<file path="config.mk">
export PLATFORM = sky130hd
export DESIGN_NAME = instr_mem_loader
export DESIGN_NICKNAME = d
export VERILOG_FILES = /design/src/rtl/instr_mem_loader_pkg.sv /design/src/rtl/instr_mem_loader_byte_assembler.sv /design/src/rtl/instr_mem_loader.sv
export SDC_FILE = /design/constraint.sdc
export NUM_CORES = 1
export LEC_CHECK = 0
export ABC_AREA = 1
export CAP_MARGIN = 5
export CORE_UTILIZATION = 57
export DETAILED_ROUTE_END_ITERATION = 8
export PLACE_DENSITY = 0.84
export SLEW_MARGIN = 5
export SYNTH_ARGS = -nofsm -noshare
export SYNTH_HDL_FRONTEND = slang
export SYNTH_SLANG_ARGS = --single-unit
export TNS_END_PERCENT = 100
</file>
<file path="constraint.sdc">
create_clock -name clk -period 4.2 [get_ports clk]
set_input_delay 1.05 -clock clk [delete_from_list [all_inputs] [get_ports clk]]
set_output_delay 1.05 -clock clk [all_outputs]
set_load 0.03 [all_outputs]
</file>
<file path="src/rtl/instr_mem_loader_pkg.sv">
// Shared types and constants for the instruction-memory loader.
package loader_pkg;

    localparam int DEPTH_DEFAULT = 64;
    localparam int WORD_BYTES    = 4;

    typedef enum logic [2:0] {
        IDLE,
        HDR,
        DATA,
        CHK,
        DONE,
        ERR
    } state_t;

endpackage

</file>
<file path="src/rtl/instr_mem_loader_byte_assembler.sv">
// Collects four stream bytes into one little-endian 32-bit word.
module byte_assembler
    import loader_pkg::*;
(
    input  logic        clk,
    input  logic        rst,
    input  logic [7:0]  data_byte,
    input  logic        strobe,
    input  logic        clear,
    output logic [31:0] word,
    output logic        word_done
);

    logic [1:0]  cnt;
    logic [23:0] sr;

    always_ff @(posedge clk or posedge rst) begin
        if (rst) begin
            cnt <= '0;
            sr  <= '0;
        end else if (clear) begin
            cnt <= '0;
            sr  <= '0;
        end else if (strobe) begin
            cnt <= cnt + 2'd1;
            sr  <= {data_byte, sr[23:8]};
        end
    end

    // The fourth byte is combined directly so the word is ready on the accepting edge.
    always_comb begin
        word      = {data_byte, sr};
        word_done = strobe && (cnt == 2'(WORD_BYTES - 1));
    end

endmodule

</file>
<file path="src/rtl/instr_mem_loader.sv">
// Byte-stream loader for the instruction RAM; holds the CPU in reset while loading.
// Optional trailing XOR checksum byte when LOADER_CHECKSUM_EN is defined.
module instr_mem_loader
    import loader_pkg::*;
#(
    parameter int AW    = 8,
    parameter int DEPTH = DEPTH_DEFAULT
) (
    input  logic          clk,
    input  logic          rst,
    input  logic          start,
    input  logic [7:0]    byte_in,
    input  logic          byte_valid,
    output logic          byte_ready,
    output logic          wr_en,
    output logic [AW-1:0] wr_addr,
    output logic [31:0]   wr_data,
    output logic          cpu_hold,
    output logic          busy,
    output logic          done,
    output logic          err
);

    localparam int IW = $clog2(DEPTH) + 1;

    state_t        state, nxt;
    logic [IW-1:0] word_idx;
    logic [IW-1:0] n_words;
    logic          accept;
    logic          start_ok;
    logic          hdr_bad;
    logic          last_word;
    logic          asm_strobe;
    logic          asm_done;
    logic [31:0]   asm_word;
`ifdef LOADER_CHECKSUM_EN
    logic [7:0]    csum;
`endif

    byte_assembler u_asm (
        .clk       (clk),
        .rst       (rst),
        .data_byte (byte_in),
        .strobe    (asm_strobe),
        .clear     (start_ok),
        .word      (asm_word),
        .word_done (asm_done)
    );

    always_ff @(posedge clk or posedge rst) begin
        if (rst) state <= IDLE;
        else     state <= nxt;
    end

    always_comb begin
        nxt        = state;
        byte_ready = (state == HDR) || (state == DATA) || (state == CHK);
        busy       = byte_ready;
        cpu_hold   = byte_ready || (state == ERR);
        done       = (state == DONE);
        err        = (state == ERR);
        accept     = byte_valid && byte_ready;
        start_ok   = start && ((state == IDLE) || (state == DONE) || (state == ERR));
        hdr_bad    = (byte_in == 8'd0) || ({24'd0, byte_in} > 32'(DEPTH));
        last_word  = (word_idx == (n_words - IW'(1)));
        asm_strobe = accept && (state == DATA);

        case (state)
            IDLE, DONE, ERR: if (start) nxt = HDR;
            HDR:             if (accept) nxt = hdr_bad ? ERR : DATA;
            DATA: begin
                if (asm_done && last_word) begin
`ifdef LOADER_CHECKSUM_EN
                    nxt = CHK;
`else
                    nxt = DONE;
`endif
                end
            end
`ifdef LOADER_CHECKSUM_EN
            CHK:             if (accept) nxt = (byte_in == csum) ? DONE : ERR;
`endif
            default:         nxt = IDLE;
        endcase
    end

    always_ff @(posedge clk or posedge rst) begin
        if (rst) begin
            word_idx <= '0;
            n_words  <= '0;
            wr_en    <= 1'b0;
            wr_addr  <= '0;
            wr_data  <= '0;
`ifdef LOADER_CHECKSUM_EN
            csum     <= '0;
`endif
        end else begin
            wr_en <= 1'b0;
            if (start_ok) word_idx <= '0;
            if ((state == HDR) && accept) n_words <= IW'(byte_in);
            if (asm_done) begin
                wr_en    <= 1'b1;
                wr_data  <= asm_word;
                wr_addr  <= AW'({word_idx, 2'b00});
                word_idx <= word_idx + IW'(1);
            end
`ifdef LOADER_CHECKSUM_EN
            if ((state == HDR) && accept) csum <= byte_in;
            if (asm_strobe)               csum <= csum ^ byte_in;
`endif
        end
    end

endmodule

</file>
==> metrics.csv, run 1 <==
metric,value,unit
place_hpwl,5390,um
cts_htree_levels,3,
finalHoldViolCount,0,
startpoint,byte_valid,
crit_path_max_incr_delay,0.82,ns
final_max_slew_viol_count,0,
synth.most_common_cell,nand2_1,
die_height,81.5,um
synthDominantCellAreaShare,56.9,%
syn-cell-area,0.00360,mm2
postSynth.asyncResetShare,100,%
standard_cell_core_area,0.00603,mm2
netlist_top_cells_count,"nand2_1 (117), dfrtp_1 (82), inv_1 (60)",
insertedDiodeCount,0,
tightestPinTransition,1.15,ns
achievable-frequency,0.324,GHz
worst_ep_arrival_time,3.34,ns
rsz0062_at_grt,no,
clk_root_buffer_cell,clkbuf_8,
critical_path.startpoint_type,input port,
standard_cell_row_count,28,
wire_length_of_the_first_global_routing_pass,12800,um
clk-insertion-delay-late,0.34,ns
critical_path.cell_chain,"clkdlybuf4s50_1, nand4_4, nor2_4, inv_2, nand2_1, o21ai_0",
finalHoldWorstSlack,0.495,ns
synth_edf_count,0,
drive_above_1_share,5.89,%
drt_pass1_iterations,4,
die_area,0.00664,mm2
ys_ff_latch,82,
timing.clock.skew,0.00823,ns
grt-ovfl-total,0,
setup_total_negative_slack,0,ns
numCtsBuffers,9,
grt_pass1_vias,2784,
syn_avg_cell_area,8.60,um2
post-cts-setup-buffer-count,0,
routabilityCongestion,0.893,
synth_largest_area_cell,dfrtp_1,
wl_per_cell,14.1,um
period_needed,3.08,ns
cts_tree,yes,
number_of_antenna_violations_at_the_first_check_in_global_routing,0,
clockBufferDepth,2,
max-vdd-ir-drop,0.000374,V
route.vias.total,2900,
drv_cap,0,
multiInputGateArea,0.00122,mm2
post_cts_hold_buffer_count,0,
power,2.31,mW
finalCritPeriodShare,73.4,%
rr_startpoint,state[1],
initial_utilization,59.8,%
path_clk_slew,0.09,ns
synthToLayoutAreaGrowth,23.3,%
synth.area.top_cells,"dfrtp_1 (57%), nand2_1 (12%), inv_1 (6.3%)",
port-buffer-count,55,
post_layout_nonfiller_instances,550,
ant_nets,0,
postRouteWirelength,7780,um
hold_class,flop to flop,
worstSetupPathType,input port to flop,
synthesis_warning_total,0,
synth_seq_area_share,56.9,%
source_of_the_worst_hold_timing_path,wr_data[0],
synth.distinct_cells,30,
run_status,"complete, no violations",
clock_sink_count,82,
post-route-drc-count,0,
post_drt_via_cell_ratio,5.27,
grt.total_usage,25.8,%
horizontal_die_dimension,81.5,um
netlist_instances,419,
worst-endpoint-required,4.45,ns
drt_iter0_markers,111,
fillerInstances,433,
setup_ws,1.12,ns
dp_cells,534,
slew_headroom,23.2,%
end_kind,flop,
path_max_fanout,80,
power_density,519,mW/mm2
io-pin-count,58,
slowest_stage,inv_2,
ys.flop_type,dfrtp_1,
setup_violations,0,
ctsResizeCount,0,
register_area,0.00205,mm2
leakage,2.09,nW
worst_setup_slack_after_placement,0.750,ns
nNetsFinal,485,
largest_net_degree_at_the_start_of_global_routing,81,
[worst paths after layout]
kind | slack, ns | endpoint | depth (start not counted)
min in group asynchronous | 1.04 | wr_data[7] | 2
hold / removal | 0.49 | wr_data[0] | 2
hold reg to reg | 0.49 | wr_data[0] | 2
setup reg to reg | 1.82 | word_idx[1] | 5
setup / recovery | 1.12 | word_idx[1] | 6
max in group asynchronous | 2.37 | word_idx[6] | 3
[layout by cell type (no fill, tap or decap)]
cell	synthesis	final
nand2_1	117	117
inv_2	3	3
o21ai_0	20	20
nor2_1	20	20
nand4_1	2	2
clkbuf_8	0	10
nand4_4	1	1
nand3_1	17	17
a22oi_1	2	2
xor2_1	1	1
clkdlybuf4s50_1	0	55
or2_2	1	1
nand3_2	1	1
bufinv_16	0	4
conb_1	1	2
xnor2_1	2	2
a21oi_1	2	2
inv_1	60	59
o21ai_1	32	32
nand2_2	1	1
o22ai_1	25	25
buf_4	6	2
clkinv_2	0	1
ha_1	3	3
a31oi_1	2	2
or2_1	1	1
nor2_2	1	1
nor3_1	3	3
nor2_4	1	1
clkinv_4	0	2
dfrtp_1	82	82
[per-stage QoR]
stage / util (%) / instance area [um2]
2_1_floorplan: - / 3610
3_3_place_gp: 69.2 / 4170
3_5_place_dp: 69.2 / 4170
4_1_cts: 73.8 / 4440
5_1_grt: 73.8 / 4440
6_report: 73.8 / 4440
[critical path: cells and delay by family]
family	cells	cell delay [ns]
AO/OA/AOI/OAI	1	0.25
buffers and inverters	2	1.31
AND/OR/NAND/NOR	3	0.71
[routing by layer]
layer	vias up	wire, um	GRT usage, %
li1	1437	-	-
met1	1380	3420	33.1
met2	68	3970	44.5
met3	15	283	3.44
met4	0	112	10.2
met5	-	0	0
[registers in the layout (all words and copies together), names as in the netlist]
register / count
n_words: 7
word_idx: 7
state: 3
u_asm.cnt: 2
wr_en: 1
wr_addr: 6
u_asm.sr: 24
wr_data: 32
[logic make-up after synthesis]
kind of cell / after synthesis / share of synthesized area (%)
flops: 82 / 56.9
simple gates: 166 / 19.3
xor+xnor: 3 / 0.729
compound gates: 83 / 12.6
buf+inv: 81 / 9.31
other cells: 1 / 0.104
fa+ha+maj: 3 / 1.04
[report_power, final]
group          internal (mW)  total [mW]  switching, mW
logic                  0.216       0.623          0.408
clock network          0.473       0.762          0.288
registers              0.850       0.923         0.0731
total                   1.54        2.31          0.769
[cell type report]
| class | instances | area share (%) |
|---|---|---|
| clock buffer | 10 | 3.10 |
| clock inverter | 6 | 3.10 |
| inverter | 63 | 5.35 |
| multi-input combinational | 257 | 27.4 |
| sequential | 82 | 46.2 |
| tap | 75 | 2.11 |
| timing repair buffer | 57 | 12.7 |
Note: power is estimated with default switching activity, not from simulation.
==> run 2: changes to the inputs <==
- CORE_UTILIZATION: 57 -> 53
- PLACE_DENSITY: 0.84 -> 0.79
- clock period: 4.2 -> 3.2 ns (I/O delays scaled with it)
==> metrics.csv, run 2 (synthesized netlist as in run 1, its figures left out) <==
metric,value,unit,change
post-cts-setup-buffer-count,0,,unchanged
grt-ovfl-total,0,,unchanged
grt_most_used_layer,met2,,
port-buffer-count,55,,unchanged
worst_ep_arrival_time,1.84,ns,-1.50 ns
run_status,"finished, violations left",,
leakage,2.07,nW,-0.79%
wl_per_cell,14.1,um,-0.43%
capture_point_of_the_worst_path,err,,
period_needed,2.64,ns,
met3_track_usage_gr,4.23,%,+0.78 points
wire_length_of_the_first_global_routing_pass,13400,um,+4.6%
achievable-frequency,0.380,GHz,
clock_sink_count,82,,unchanged
standard_cell_row_count,29,,+3.6%
grt.total_usage,24.2,%,-1.7 points
length_in_cells_of_the_worst_reg_to_reg_path,6,,+1
grt_pass1_vias,3009,,+8.1%
power_density,638,mW/mm2,+23%
drt_iter0_markers,176,,+59%
post_drt_via_cell_ratio,5.34,,+1.3%
slew_headroom,64.6,%,+41 points
place_hpwl,5520,um,+2.5%
startpoint,state[1],,
rrSetupSlack,1.28,ns,-0.54 ns
worstSetupPathType,flop to primary output,,
postRouteWirelength,7820,um,+0.48%
standard_cell_core_area,0.00646,mm2,+7.2%
max-vdd-ir-drop,0.000446,V,+19%
registers_with_the_highest_flip_flop_counts,"wr_data (32), u_asm.sr (24)",,
drive_above_1_share,6.49,%,+0.59 points
placed_area,0.00421,mm2,+0.90%
clk_root_buffer_cell,clkbuf_8,,
fillerInstances,529,,+22%
largest_net_degree_at_the_start_of_global_routing,67,,-17%
critical_path.startpoint_type,flop,,
number_of_antenna_violations_at_the_first_check_in_global_routing,0,,unchanged
worstReg2RegEnd,u_asm.sr[16],,
mostFrequentLayoutCells,"nand2_1 (117), dfrtp_1 (82), inv_1 (59), clkdlybuf4s50_1 (55), o21ai_1 (32)",,
synthToLayoutAreaGrowth,22.3,%,
failed_checks,design-rule violations,,
worst-endpoint-required,2.40,ns,-2.05 ns
setup_violations,0,,unchanged
largest_register_ffs,32,,unchanged
end_kind,primary output,,
cts_tree,yes,,
rr_startpoint,state[2],,
post-route-drc-count,2,,+2
crit_path_max_incr_delay,0.67,ns,-0.15 ns
post_cts_hold_buffer_count,0,,unchanged
clk-insertion-delay-late,0.36,ns,+0.02 ns
slowest_stage,clkdlybuf4s50_1,,
finalCritPeriodShare,82.3,%,
die_area,0.00713,mm2,+7.4%
clockBufferDepth,2,,unchanged
final_max_slew_viol_count,0,,unchanged
critical_path.most_common_cell,nor2_1,,
horizontal_die_dimension,84.5,um,+3.6%
most_common_cell_after_layout_fill_and_taps_aside,nand2_1,,
path_clk_slew,0.09,ns,about the same
insertedDiodeCount,0,,unchanged
route.vias.total,2963,,+2.2%
numCtsBuffers,9,,unchanged
setup_total_negative_slack,0,ns,unchanged
top_register,wr_data,,
initial_utilization,55.8,%,-4.0 points
finalInstanceArea,0.00441,mm2,-0.82%
timing.clock.skew,0.0119,ns,+0.00363 ns
routabilityCongestion,0.893,,about the same
die_height,84.5,um,+3.6%
ant_nets,0,,unchanged
cts_htree_levels,3,,unchanged
finalHoldViolCount,0,,unchanged
tightestPinTransition,0.531,ns,-0.621 ns
rsz0062_at_grt,no,,
ctsResizeCount,0,,unchanged
drt_pass1_iterations,6,,+2
grt_util_met2,39.9,%,-4.6 points
grt_use_met1,30.6,%,-2.4 points
drv_cap,0,,unchanged
path_max_fanout,7,,-91%
hold_class,flop to flop,,
nNetsFinal,488,,+0.62%
io-pin-count,58,,unchanged
critical_path.cell_chain,"nor2_1, inv_1, nor2_1, clkdlybuf4s50_1",,
## run 2: metrics by stage
step                      hold slack, ns  power [mW]  worst slack (ns)  std cells  utilization, %
final                              0.493        2.81             0.565        555            68.2
after detailed placement           0.477        2.05             0.582        539            65.1
after global placement             0.477        2.01             0.650        539            65.1
after global routing               0.522        2.98             0.474        555            68.2
after floorplan                    0.473        1.84             0.292        420               -
after CTS                          0.502        2.82             0.533        555            68.2
## run 2: layer usage
metal | vias to the layer above | wire (um) | part of all wire, %
li1 | 1442 | - | -
met1 | 1431 | 3350 | 43
met2 | 65 | 3930 | 50
met3 | 25 | 289 | 3.7
met4 | 0 | 242 | 3.1
met5 | - | 0 | 0
## run 2: worst min path at each step
stage	slack (ns)	cells after the start	to	from
global route	0.52	2	wr_data[6]	wr_data[6]
finish	0.49	2	wr_data[27]	wr_data[27]
detailed placement	0.48	2	wr_data[11]	wr_data[11]
global placement	0.48	2	wr_data[24]	wr_data[24]
floorplan	0.47	2	u_asm.cnt[1]	u_asm.cnt[1]
CTS	0.50	2	wr_data[30]	wr_data[30]
## run 2: critical path: cells and delay by family, from the launching register on
kind	cells	cell delay, ns
buffers and inverters	2	0.74
flip-flops	1	0.48
AND/OR/NAND/NOR	2	0.26
## run 2: cell type report
type | count | area, um2 | area share [%]
sequential | 82 | 2050 | 46.6
timing repair buffer | 60 | 601 | 13.6
tap | 77 | 96.3 | 2.19
multi-input combinational | 257 | 1220 | 27.7
clock buffer | 9 | 124 | 2.81
clock inverter | 7 | 77.6 | 1.76
inverter | 63 | 238 | 5.39
## run 2: power by group
part	switching [mW]	total (mW)	internal (mW)
clock network	0.406	0.774	0.367
logic	0.546	0.837	0.291
registers	0.0880	1.20	1.11
==> run 3: changes to the inputs <==
- clock period: 3.2 -> 2.8 ns (I/O delays scaled with it)
==> metrics.csv, run 3 (synthesized netlist as in run 1, its figures left out) <==
metric,value,unit,change
run_status,"finished, violations left",,
failed_checks,design-rule violations,,
largest_net_degree_at_the_start_of_global_routing,51,,-24%
setup_violations,0,,unchanged
fillerInstances,520,,-1.7%
routabilityCongestion,0.880,,-1.4%
ctsResizeCount,0,,unchanged
post_cts_hold_buffer_count,0,,unchanged
drive_above_1_share,6.47,%,-0.014 points
worst_ep_arrival_time,1.80,ns,-0.04 ns
finalCritPeriodShare,89.3,%,
setup_ws,0.299,ns,-0.266 ns
rsz0062_at_grt,no,,
critical_path.startpoint_type,flop,,
route.vias.total,2934,,-0.98%
startpoint,state[1],,
worst_setup_slack_after_placement,0.443,ns,-0.138 ns
die_area,0.00713,mm2,unchanged
worstSetupPathType,flop to primary output,,
ant_nets,0,,unchanged
critical_path.most_common_cell,nor2_1,,
critical_path.cell_chain,"nor2_1, inv_1, nor2_1, clkdlybuf4s50_1",,
insertedDiodeCount,0,,unchanged
period_needed,2.50,ns,
tightestPinTransition,0.591,ns,+0.0603 ns
standard_cell_row_count,29,,unchanged
slowest_stage,clkdlybuf4s50_1,,
grt.total_usage,24.1,%,-0.095 points
most_common_cell_after_layout_fill_and_taps_aside,nand2_1,,
setup_total_negative_slack,0,ns,unchanged
postRouteWirelength,7800,um,-0.24%
clockBufferDepth,2,,unchanged
length_in_cells_of_the_worst_reg_to_reg_path,11,,+5
worst-endpoint-required,2.10,ns,-0.30 ns
timing.clock.skew,0.00784,ns,-0.00402 ns
max-vdd-ir-drop,0.000362,V,-19%
die_height,84.5,um,unchanged
port-buffer-count,55,,unchanged
initial_utilization,55.8,%,unchanged
registers_with_the_highest_flip_flop_counts,"wr_data (32), u_asm.sr (24)",,
mostFrequentLayoutCells,"nand2_1 (117), dfrtp_1 (82), inv_1 (59), clkdlybuf4s50_1 (55), o21ai_1 (32)",,
hold_class,flop to flop,,
place_hpwl,5420,um,-2.0%
standard_cell_core_area,0.00646,mm2,unchanged
rrSetupSlack,1.09,ns,-0.19 ns
rr_startpoint,n_words[0],,
cts_tree,yes,,
top_register,wr_data,,
clk_root_buffer_cell,clkbuf_8,,
post_layout_nonfiller_instances,556,,+0.18%
nNetsFinal,489,,+0.20%
path_clk_slew,0.08,ns,about the same
io-pin-count,58,,unchanged
drt_pass1_iterations,6,,unchanged
post-cts-setup-buffer-count,0,,unchanged
grt-ovfl-total,0,,unchanged
post-route-drc-count,7,,+5
achievable-frequency,0.400,GHz,
path_max_fanout,7,,unchanged
power_density,750,mW/mm2,+17%
post-route-util,69.2,%,+0.99 points
numCtsBuffers,9,,unchanged
post_drt_via_cell_ratio,5.28,,-1.2%
cts_htree_levels,3,,unchanged
largest_register_ffs,32,,unchanged
horizontal_die_dimension,84.5,um,unchanged
capture_point_of_the_worst_path,err,,
leakage,2.10,nW,+1.1%
wire_length_of_the_first_global_routing_pass,13400,um,about the same
wl_per_cell,14.0,um,-0.42%
drv_cap,0,,unchanged
power,3.35,mW,+19%
clock_sink_count,82,,unchanged
final_max_slew_viol_count,0,,unchanged
slew_headroom,60.5,%,-4.1 points
drt_iter0_markers,157,,-11%
grt_pass1_vias,2908,,-3.4%
end_kind,primary output,,
finalHoldViolCount,0,,unchanged
clk-insertion-delay-late,0.35,ns,about the same
number_of_antenna_violations_at_the_first_check_in_global_routing,0,,unchanged
worstReg2RegEnd,state[0],,
crit_path_max_incr_delay,0.67,ns,about the same
synthToLayoutAreaGrowth,24.1,%,
dp_cells,540,,+0.19%
-- run 3: cell count changes in the layout (fill, tap and decap cells not counted) --
cell | before | now
inv_6 | 2 | 0
clkinv_2 | 2 | 0
clkbuf_1 | 0 | 1
clkinvlp_4 | 1 | 2
buf_12 | 1 | 2
bufinv_16 | 1 | 3
-- run 3: metrics by stage --
step           cell area, um2  hold WS, ns
2_1_floorplan            3610        0.473
3_3_place_gp             4230        0.470
3_5_place_dp             4230        0.482
4_1_cts                  4470        0.500
5_1_grt                  4470        0.517
6_report                 4470        0.495
-- run 3: metal layers --
metal  routed length (um)  global-route usage, %
met1                 3310                   29.6
met5                    0                      0
met3                  349                   4.42
met4                  215                   11.9
met2                 3920                   41.2
-- run 3: final cells by class --
cell class / instances / area [um2] / area share (%)
Clock inverter: 6 / 115 / 2.57
Inverter: 63 / 240 / 5.37
Clock buffer: 10 / 128 / 2.85
Multi-Input combinational cell: 257 / 1220 / 27.3
Tap cell: 77 / 96.3 / 2.15
Timing Repair Buffer: 61 / 621 / 13.9
Sequential cell: 82 / 2050 / 45.9
-- run 3: worst min path at each step --
stage                            start           end  slack (ns)  depth (start not counted)
final                      wr_data[14]   wr_data[14]        0.49                          2
after global routing       wr_data[14]   wr_data[14]        0.52                          2
after CTS                  wr_data[14]   wr_data[14]        0.50                          2
after detailed placement   wr_data[29]   wr_data[29]        0.48                          2
after global placement     wr_data[24]   wr_data[24]        0.47                          2
after floorplan           u_asm.cnt[1]  u_asm.cnt[1]        0.47                          2
-- run 3: critical path, delay by kind of cell, from the launching register on --
| kind | cells | cell delay (ns) |
|---|---|---|
| buf+inv | 2 | 0.74 |
| simple gates | 2 | 0.25 |
| flops | 1 | 0.47 |
-- run 3: report_power, final --
part           switching, mW  internal, mW  total [mW]
sequential            0.0993          1.27        1.37
combinational          0.620         0.334       0.954
clock                  0.430         0.596        1.03
total                   1.15          2.20        3.35
